`src/rtl/decoder_grant_arbiter.sv`:
```
// decoder_grant_arbiter: round-robin owner of an 8-way decoded resource.
// Drives the 3-bit select index plus its one-hot decode, gated by grant_valid.
//
// Ports:
//   clk, rst_n      clock, async active-low reset
//   req[7:0]        request vector, bit i = requester i
//   done            current owner releases (only sampled in GRANT)
//   grant_valid     a grant is active
//   grant_idx[2:0]  granted requester (hold value while idle)
//   grant_oh[7:0]   one-hot of grant_idx, zero when not granted
//   busy            FSM is in GRANT or GAP
module decoder_grant_arbiter #(
  parameter int unsigned MAX_HOLD = 15
) (
  input  logic       clk,
  input  logic       rst_n,
  input  logic [7:0] req,
  input  logic       done,
  output logic       grant_valid,
  output logic [2:0] grant_idx,
  output logic [7:0] grant_oh,
  output logic       busy
);

  localparam int unsigned HW = $clog2(MAX_HOLD + 1);
  localparam logic [HW-1:0] HOLD_LAST = HW'(MAX_HOLD - 1);

  typedef enum logic [1:0] {
    S_IDLE,
    S_GRANT,
    S_GAP
  } state_e;

  state_e        state_q, state_d;
  logic [2:0]    ptr_q, ptr_d;
  logic [HW-1:0] hold_q, hold_d;
  logic          gv_q, gv_d;
  logic [2:0]    idx_q, idx_d;
  logic [7:0]    oh_q, oh_d;
  logic          busy_q, busy_d;

  logic          pick_vld;
  logic [2:0]    pick_idx;
  logic          rel;

  // Scan from ptr upward with wrap; iterating from the farthest
  // offset down lets the nearest set bit win.
  always_comb begin
    pick_vld = 1'b0;
    pick_idx = ptr_q;
    for (int i = 7; i >= 0; i--) begin
      if (req[ptr_q + 3'(i)]) begin
        pick_vld = 1'b1;
        pick_idx = ptr_q + 3'(i);
      end
    end
  end

  // Any one of these ends the grant; coincident causes still give
  // a single release.
  assign rel = done
             | ~req[idx_q]
             | (hold_q == HOLD_LAST);

  always_comb begin
    state_d = state_q;
    ptr_d   = ptr_q;
    hold_d  = hold_q;
    gv_d    = gv_q;
    idx_d   = idx_q;
    oh_d    = oh_q;
    busy_d  = busy_q;
    unique case (state_q)
      S_IDLE: begin
        if (pick_vld) begin
          state_d = S_GRANT;
          hold_d  = '0;
          gv_d    = 1'b1;
          idx_d   = pick_idx;
          oh_d    = 8'b1 << pick_idx;
          busy_d  = 1'b1;
        end
      end
      S_GRANT: begin
        if (rel) begin
          state_d = S_GAP;
          ptr_d   = idx_q + 3'd1;
          hold_d  = '0;
          gv_d    = 1'b0;
          oh_d    = 8'h00;
        end else begin
          hold_d = hold_q + 1'b1;
        end
      end
      S_GAP: begin
        state_d = S_IDLE;
        busy_d  = 1'b0;
      end
      default: begin
        state_d = S_IDLE;
        gv_d    = 1'b0;
        oh_d    = 8'h00;
        busy_d  = 1'b0;
        hold_d  = '0;
      end
    endcase
  end

  always_ff @(posedge clk or negedge rst_n) begin
    if (!rst_n) begin
      state_q <= S_IDLE;
      ptr_q   <= 3'd0;
      hold_q  <= '0;
      gv_q    <= 1'b0;
      idx_q   <= 3'd0;
      oh_q    <= 8'h00;
      busy_q  <= 1'b0;
    end else begin
      state_q <= state_d;
      ptr_q   <= ptr_d;
      hold_q  <= hold_d;
      gv_q    <= gv_d;
      idx_q   <= idx_d;
      oh_q    <= oh_d;
      busy_q  <= busy_d;
    end
  end

  assign grant_valid = gv_q;
  assign grant_idx   = idx_q;
  assign grant_oh    = oh_q;
  assign busy        = busy_q;

endmodule

```
`config.mk`:
```
export PLATFORM = sky130hd
export DESIGN_NAME = decoder_grant_arbiter
export DESIGN_NICKNAME = d
export VERILOG_FILES = /design/src/rtl/decoder_grant_arbiter.sv
export SDC_FILE = /design/constraint.sdc
export NUM_CORES = 1
export LEC_CHECK = 0
export BUFFER_PORTS_ARGS = -buffer_cell sky130_fd_sc_hd__buf_2
export CORE_UTILIZATION = 64
export CTS_CLUSTER_DIAMETER = 120
export DETAILED_ROUTE_END_ITERATION = 8
export PLACE_DENSITY_LB_ADDON = 0.3
export SLEW_MARGIN = 30
export SYNTH_ARGS = -nofsm -noshare
export SYNTH_HDL_FRONTEND = slang
export SYNTH_SLANG_ARGS = --single-unit
```
`constraint.sdc`:
```
create_clock -name clk -period 6.8 [get_ports clk]
set_input_delay 0.34 -clock clk [delete_from_list [all_inputs] [get_ports clk]]
set_output_delay 0.34 -clock clk [all_outputs]
set_load 0.005 [all_outputs]
```
==> key figures, run 1 <==
Outcome
  – Status: completed

Finish
  – Most common library cell in the layout ignoring fill and taps: sky130_fd_sc_hd__buf_2
  – Total inserted antenna cells: 0
  – Count of non-filler cells in the finished layout: 259
  – Commonest cells after routing, fill and taps aside: sky130_fd_sc_hd__buf_2 (23), sky130_fd_sc_hd__dfrtp_1 (22), sky130_fd_sc_hd__mux2i_1 (18)
  – Post-layout nets: 233
  – Synthesis-to-layout area growth: 3.545%
  – Proportion of layout cells with a drive suffix above 1: 27.44%
  – Cell area after layout: 2266 sq um
  – Filler cell count: around 260

Global route
  – Largest net degree at the start of global routing: 23
  – Via count of the first global-routing pass: 1757
  – Number of antenna violations at the first check in global routing: 0
  – Grt total ovfl: 0
  – Global routing usage summed across all routing layers: ~31%
  – Global-route wire length before repair: 8431 microns

Die
  – Core region area: ~3200 sq um
  – Horiz. Die Dim: 60.48 microns
  – Top Ports: 24
  – Number of rows created at floorplan: 20
  – Effective utilization at floorplan: 69.40%
  – Die height: 60.48 microns
  – Die area: 3657 sq um

Logic synthesis
  – Gate count after technology mapping: 206
  – Portion of the post-synthesis area used by sequential elements: 25.16%
  – Mean cell area of the mapped netlist: between 10 and 15 sq um
  – FFs w/ async S/R, synth: 100.0%
  – Synth Cell Area: 2188 sq um
  – Number of enable flip-flop cells after synthesis: 0
  – Yosys warnings: 0
  – Predominant post-synthesis flop cell: sky130_fd_sc_hd__dfrtp_1
  – Net Count, Synth: 222
  – Distinct cell type count after synthesis: 57
  – Number of synthesized register bits: 22

STA
  – Portion of the clock cycle consumed by the worst path in the final layout: 69.28%
  – Hold violation count in the final report: 0
  – Transition time at the pin with the least slew margin: about 900 ps
  – Number of max-slew violations in the final report: 0
  – Time the final worst path needs with I/O delays and setup: 4711 ps
  – Setup violations, final: 0
  – Aggregate negative setup slack: 0 ps
  – Skew final: 1.759 ps
  – Maximum frequency from static timing analysis: 212.3 MHz
  – Setup repair after global routing missed its margin: false
  – Relative slew slack: 40.29%

Clocking
  – Maximum level of the CTS H-tree: 1
  – CTS tree: yes
  – Number of cells upsized or downsized after cts: 0
  – Setup repair bufs after CTS: 0
  – Clock sink count: 22
  – TritonCTS Buffers: 3
  – Hold Buf Count CTS: 1
  – Deepest clock path buffer count: 2
  – Root buffer cell: sky130_fd_sc_hd__clkbuf_4
  – Worst-skew pair later-pin latency: 300 ps
  – Clock transition at path regs: 110 ps

Setup path
  – Arrival time of the worst setup path: 4910 ps
  – Register-to-register path setup slack: 2090 ps
  – WP depth: 9
  – Stage delay of the slowest cell on the critical path: around 1000 ps
  – Crit-path cells: clkinv_1 > ha_1 > mux4_2 > mux2_2 > a32oi_1 > mux2i_1 > o21ai_1 > o21ba_2 > a32o_2
  – Cell family contributing the most delay on the critical path: multiplexers
  – Category of the worst setup path capture point: register
  – Cell type of the slowest stage on the worst timing path: sky130_fd_sc_hd__ha_1
  – R2R cell count: 9
  – Critical path buffers and inverters: 1
  – Launching element type of the critical path: register
  – Required time at the endpoint of the critical path: 7000 ps
  – Kind of critical path: reg -> reg
  – Crit-path max FO: 20

Drt
  – Routed vias: 1817
  – Total length of routed wires: 5102 microns
  – Detailed-router iteration count before antenna repair: 4
  – Detailed-route DRC error count: 0
  – DRC violation total after the first TritonRoute iteration: 218
  – Antenna Violating Nets Remaining: 0
  – Vias per Instance: 7.015
  – DR WL/cell: 19.70 microns

Placed design
  – Number of placed instances with taps included: around 260
  – Gp weighted congestion: a little under 1
  – DP Area: 2233 sq um
  – Number of buffers added on ports: 23
  – Post-detailed-placement half-perimeter wirelength: ~3700 microns

Pwr
  – Cell leakage power: between 0.001 and 0.0015 uW
  – Power density normalized to cell area: 544.4 nW/um^2
  – Max rail drop VDD: between 0.0003 and 0.0004 V

Hold path
  – Number of cells on the worst hold path: 4
  – Class of the tightest hold or removal check: in -> reg

Job
  – Number of violations of the max-capacitance limit: 0
[synth_stat cells, types with 4 or more instances]
cell type	count	area share, %
sky130_fd_sc_hd__dfrtp_1	22	25
sky130_fd_sc_hd__ha_1	5	2.9
sky130_fd_sc_hd__o2bb2ai_1	4	1.6
sky130_fd_sc_hd__nand3_1	4	0.91
sky130_fd_sc_hd__mux4_2	12	12
sky130_fd_sc_hd__clkbuf_1	4	0.69
sky130_fd_sc_hd__mux2i_1	18	8.2
sky130_fd_sc_hd__nand2_1	15	2.6
sky130_fd_sc_hd__o21ai_0	13	3.0
sky130_fd_sc_hd__a32o_2	5	2.6
sky130_fd_sc_hd__a21oi_1	5	1.1
sky130_fd_sc_hd__inv_1	5	0.86
sky130_fd_sc_hd__buf_2	7	1.6
sky130_fd_sc_hd__mux2_2	7	3.6
sky130_fd_sc_hd__nor2_1	14	2.4
sky130_fd_sc_hd__buf_6	6	3.1
sky130_fd_sc_hd__mux4_1	6	7.2
[worst register-to-register path, stage by stage (launching register included)]
cell                       delay, ps
sky130_fd_sc_hd__dfrtp_1         890
sky130_fd_sc_hd__clkinv_1        510
sky130_fd_sc_hd__ha_1           1030
sky130_fd_sc_hd__mux4_2          670
sky130_fd_sc_hd__mux2_2          330
sky130_fd_sc_hd__a32oi_1         220
sky130_fd_sc_hd__mux2i_1         190
sky130_fd_sc_hd__o21ai_1         300
sky130_fd_sc_hd__o21ba_2         230
sky130_fd_sc_hd__a32o_2          250
[power by group]
group	switching, uW	leakage [uW]	internal, uW	total (uW)
Sequential	92.0	0.000281	173	265
Combinational	482	0.000722	431	913
Clock	35.6	0.0000138	20.7	56.3
[through the flow]
step / worst slack, ps / util (%) / power [uW] / hold WS [ps]
floorplan: 3526 / - / 999.1 / 44.41
global placement: 2291 / 70.83 / 1128 / 307.4
detailed placement: 2130 / 70.83 / 1156 / 325.3
CTS: 2106 / 71.87 / 1218 / 478.2
global route: 1890 / 71.87 / 1310 / 517.2
finish: 2089 / 71.87 / 1234 / 474.2
[sequential cells by signal (all words and copies together), names as in the netlist]
name and flops:
busy 1, grant_idx 3, grant_oh 8, grant_valid 1
hold_q 4, ptr_q 3, state_q 2
[path summary, 6_finish.rpt]
kind                               endpoint         from
worst max-delay path            grant_oh[0]     ptr_q[0]
min in group asynchronous       grant_oh[1]        rst_n
worst max register to register  grant_oh[0]     ptr_q[0]
worst min register to register  grant_oh[6]  grant_oh[6]
max in group asynchronous          ptr_q[0]        rst_n
worst min-delay path             state_q[0]         done
[metal layers]
metal  up-vias  share of wire [%]  global-route usage, %
met4         0                2.4                  11.36
li1        820                  -                      -
met1       896                 41                  43.38
met5         -                  0                      0
met3        13                7.0                  3.198
met2        88                 50                  50.55
[cell type report]
type	count	area, sq um	area share [%]
inverter	7	26.28	1.160
tap	44	55.05	2.430
clock buffer	3	22.52	0.9939
timing repair buffer	24	125.1	5.522
multi-input combinational	159	1486	65.60
sequential	22	550.5	24.30
[kinds of logic (layout without fill, tap and decap cells)]
group | after synthesis | in the layout | synth area share [%]
compound gates | 50 | 50 | 18.07
xor+xnor | 5 | 5 | 2.002
fa+ha+maj | 5 | 5 | 2.859
buf+inv | 25 | 34 | 6.918
flops | 22 | 22 | 25.16
mux | 44 | 44 | 32.08
simple gates | 55 | 55 | 12.92
No activity file was read; power rests on OpenSTA's default activity.
==> run 2, diff against run 1 <==
CORE_UTILIZATION = 59   (was 64)
clock period = 4.67 ns   (was 6.8 ns; I/O delays follow)
==> run 2 against run 1 <==
Count of clock-buffer cells in the layout rose by 1. Critical endpoint unchanged. Clock skew rose by 2.4 ps. Final area rose by 2.2%. Highest routed layer unchanged. First-iteration DRC count rose by 9.6%.
==> key figures, run 2 (same netlist as run 1, synthesis figures left out) <==
Setup path
  – RR Endpoint: grant_oh[0] (unchanged)
  – Kind of critical path: reg -> reg (unchanged)
  – Launching element type of the critical path: register (unchanged)
  – Category of the worst setup path capture point: register (unchanged)
  – Required time at the endpoint of the critical path: 4820 ps (was 7000 ps)
  – Crit-path max FO: 20 (unchanged)
  – R2R cell count: 9 (unchanged)
  – Arrival time of the worst setup path: 3930 ps (was 4910 ps)
  – Register-to-register path setup slack: 890 ps (was 2090 ps)
  – Startpoint of the lowest-slack register-to-register path: ptr_q[1] (was ptr_q[0])

Clocking
  – Root buffer cell: sky130_fd_sc_hd__clkbuf_8 (was sky130_fd_sc_hd__clkbuf_4)
  – Deepest clock path buffer count: 2 (unchanged)
  – Maximum level of the CTS H-tree: 1 (unchanged)
  – Setup repair bufs after CTS: 0 (unchanged)
  – CTS tree: yes (unchanged)
  – Clock transition at path regs: 80 ps (was 110 ps)
  – TritonCTS Buffers: 3 (unchanged)
  – Clock sink count: 22 (unchanged)
  – Worst-skew pair later-pin latency: 260 ps (was 300 ps)

Die
  – Top Ports: 24 (unchanged)
  – Die height: 62.90 microns (was 60.48 microns)
  – Number of rows created at floorplan: 21 (was 20)
  – Horiz. Die Dim: 62.90 microns (was 60.48 microns)
  – Core region area: 3442 sq um (was 3153 sq um)
  – Die area: 3956 sq um (was 3657 sq um)
  – Effective utilization at floorplan: 63.58% (was 69.40%)

Finish
  – Flip-flop count of the largest register, all copies and words added: 8 (unchanged)
  – Synthesis-to-layout area growth: 5.832% (was 3.545%)
  – Post-layout nets: 235 (was 233)
  – Cell area after layout: 2316 sq um (was 2266 sq um)
  – Proportion of layout cells with a drive suffix above 1: 28.44% (was 27.44%)
  – Area of combinational cells with multiple inputs: 1486 sq um (unchanged)
  – Commonest cells after routing, fill and taps aside: sky130_fd_sc_hd__buf_2 (23), sky130_fd_sc_hd__dfrtp_1 (22), sky130_fd_sc_hd__mux2i_1 (18) (unchanged)
  – Total inserted antenna cells: 0 (unchanged)
  – Filler cell count: 269 (was 256)
  – Register Area: 550.5 sq um (unchanged)
  – Count of non-filler cells in the finished layout: 264 (was 259)
  – Most common library cell in the layout ignoring fill and taps: sky130_fd_sc_hd__buf_2 (unchanged)

Hold path
  – Min-Delay Endpoint: state_q[0] (unchanged)
  – Class of the tightest hold or removal check: in -> reg (unchanged)
  – Number of cells on the worst hold path: 4 (unchanged)
  – Hold path startpoint: done (unchanged)

Placed design
  – Gp weighted congestion: 0.8732 (was 0.9758)
  – Post-detailed-placement half-perimeter wirelength: 3676 microns (was 3709 microns)
  – Number of placed instances with taps included: 259 (was 255)
  – Number of buffers added on ports: 23 (unchanged)
  – DP Area: 2251 sq um (was 2233 sq um)

Pwr
  – Max rail drop VDD: 0.0003901 V (was 0.0003716 V)
  – Power density normalized to cell area: 796.7 nW/um^2 (was 544.4 nW/um^2)
  – Cell leakage power: 0.001041 uW (was 0.001017 uW)
  – Tot Pwr: 1845 uW (was 1234 uW)

Global route
  – Grt total ovfl: 0 (unchanged)
  – Via count of the first global-routing pass: 1751 (was 1757)
  – Number of antenna violations at the first check in global routing: 0 (unchanged)
  – Largest net degree at the start of global routing: 23 (unchanged)
  – Global routing usage summed across all routing layers: 27.89% (was 30.99%)
  – Global-route wire length before repair: 8728 microns (was 8431 microns)

Drt
  – DR WL/cell: 19.60 microns (was 19.70 microns)
  – Detailed-router iteration count before antenna repair: 4 (unchanged)
  – Post-route met1 wirelength: 2248 microns (was 2089 microns)
  – WL met2: 2564 microns (was 2535 microns)
  – Met3 WL: 355 microns (was 356 microns)
  – Antenna Violating Nets Remaining: 0 (unchanged)
  – Vias per Instance: 6.833 (was 7.015)
  – Detailed-route DRC error count: 0 (unchanged)
  – Uppermost layer routed: met4 (unchanged)
  – Total length of routed wires: 5174 microns (was 5102 microns)
  – Routed vias: 1804 (was 1817)
  – DRC violation total after the first TritonRoute iteration: 239 (was 218)

STA
  – Hold Slack: 395.8 ps (was 474.2 ps)
  – Time the final worst path needs with I/O delays and setup: 3779 ps (was 4711 ps)
  – Hold violation count in the final report: 0 (unchanged)
  – Skew final: 4.190 ps (was 1.759 ps)
  – Relative slew slack: 40.92% (was 40.29%)
  – Aggregate negative setup slack: 0 ps (unchanged)
  – Setup violations, final: 0 (unchanged)
  – Transition time at the pin with the least slew margin: 886.2 ps (was 895.6 ps)
  – Setup repair after global routing missed its margin: false (unchanged)
  – Number of max-slew violations in the final report: 0 (unchanged)
  – Maximum frequency from static timing analysis: 264.6 MHz (was 212.3 MHz)
  – Portion of the clock cycle consumed by the worst path in the final layout: 80.92% (was 69.28%)

Outcome
  – Status: completed (unchanged)

Job
  – Number of violations of the max-capacitance limit: 0 (unchanged)
run 2: cell types whose count changed in the layout (fill, tap and decap cells not counted):
cell                       change
sky130_fd_sc_hd__buf_4         +2
sky130_fd_sc_hd__clkbuf_4      -3
sky130_fd_sc_hd__clkbuf_8      +4
run 2: what timing repair did:
item | 4_1_cts | 5_1_grt
hold buffers | 1 | 0
endpoints found under the hold margin | 22 | 0
resized for setup | 0 | 0
run 2: cell type report:
cell class / count / area share, %
tap: 46 / 2.485
timing repair buffer: 26 / 6.051
multi-input combinational: 159 / 64.18
sequential: 22 / 23.77
inverter: 7 / 1.135
clock buffer: 4 / 2.377
run 2: power breakdown:
group | internal [uW] | leakage [uW] | switching, uW
combinational | 636 | 0.000731 | 737
clock | 75.1 | 0.0000288 | 58.3
sequential | 253 | 0.000281 | 85.7
total | 964 | 0.00104 | 881
run 2: metal layers:
| layer | vias to the layer above | track usage, % |
|---|---|---|
| met3 | 2 | 4.197 |
| met4 | 0 | 3.488 |
| met2 | 72 | 44.35 |
| li1 | 825 | - |
| met1 | 905 | 41.14 |
| met5 | - | 0 |
run 2: worst max-delay path by stage:
stage	from	slack [ps]	to	depth (start not counted)
2_1_floorplan	ptr_q[1]	1400	grant_oh[1]	11
3_3_place_gp	ptr_q[1]	1110	grant_oh[3]	8
3_5_place_dp	ptr_q[1]	950	grant_oh[1]	9
4_1_cts	ptr_q[1]	970	grant_oh[0]	9
5_1_grt	ptr_q[1]	730	grant_oh[4]	9
6_report	ptr_q[1]	890	grant_oh[0]	9
run 2: per-stage QoR:
stage | setup WS, ps | util [%]
after CTS | 973.3 | 67.28
after global routing | 731.8 | 67.28
after detailed placement | 953.3 | 65.39
after global placement | 1114 | 65.39
final | 891.2 | 67.28
after floorplan | 1396 | -
run 2: critical path: stages (launching register included):
cell                       delay (ps)
sky130_fd_sc_hd__dfrtp_1          370
sky130_fd_sc_hd__clkinv_1         260
sky130_fd_sc_hd__ha_1             980
sky130_fd_sc_hd__mux4_2           670
sky130_fd_sc_hd__mux2_2           340
sky130_fd_sc_hd__a32oi_1          230
sky130_fd_sc_hd__mux2i_1          150
sky130_fd_sc_hd__o21ai_1          220
sky130_fd_sc_hd__o21ba_2          210
sky130_fd_sc_hd__a32o_2           240
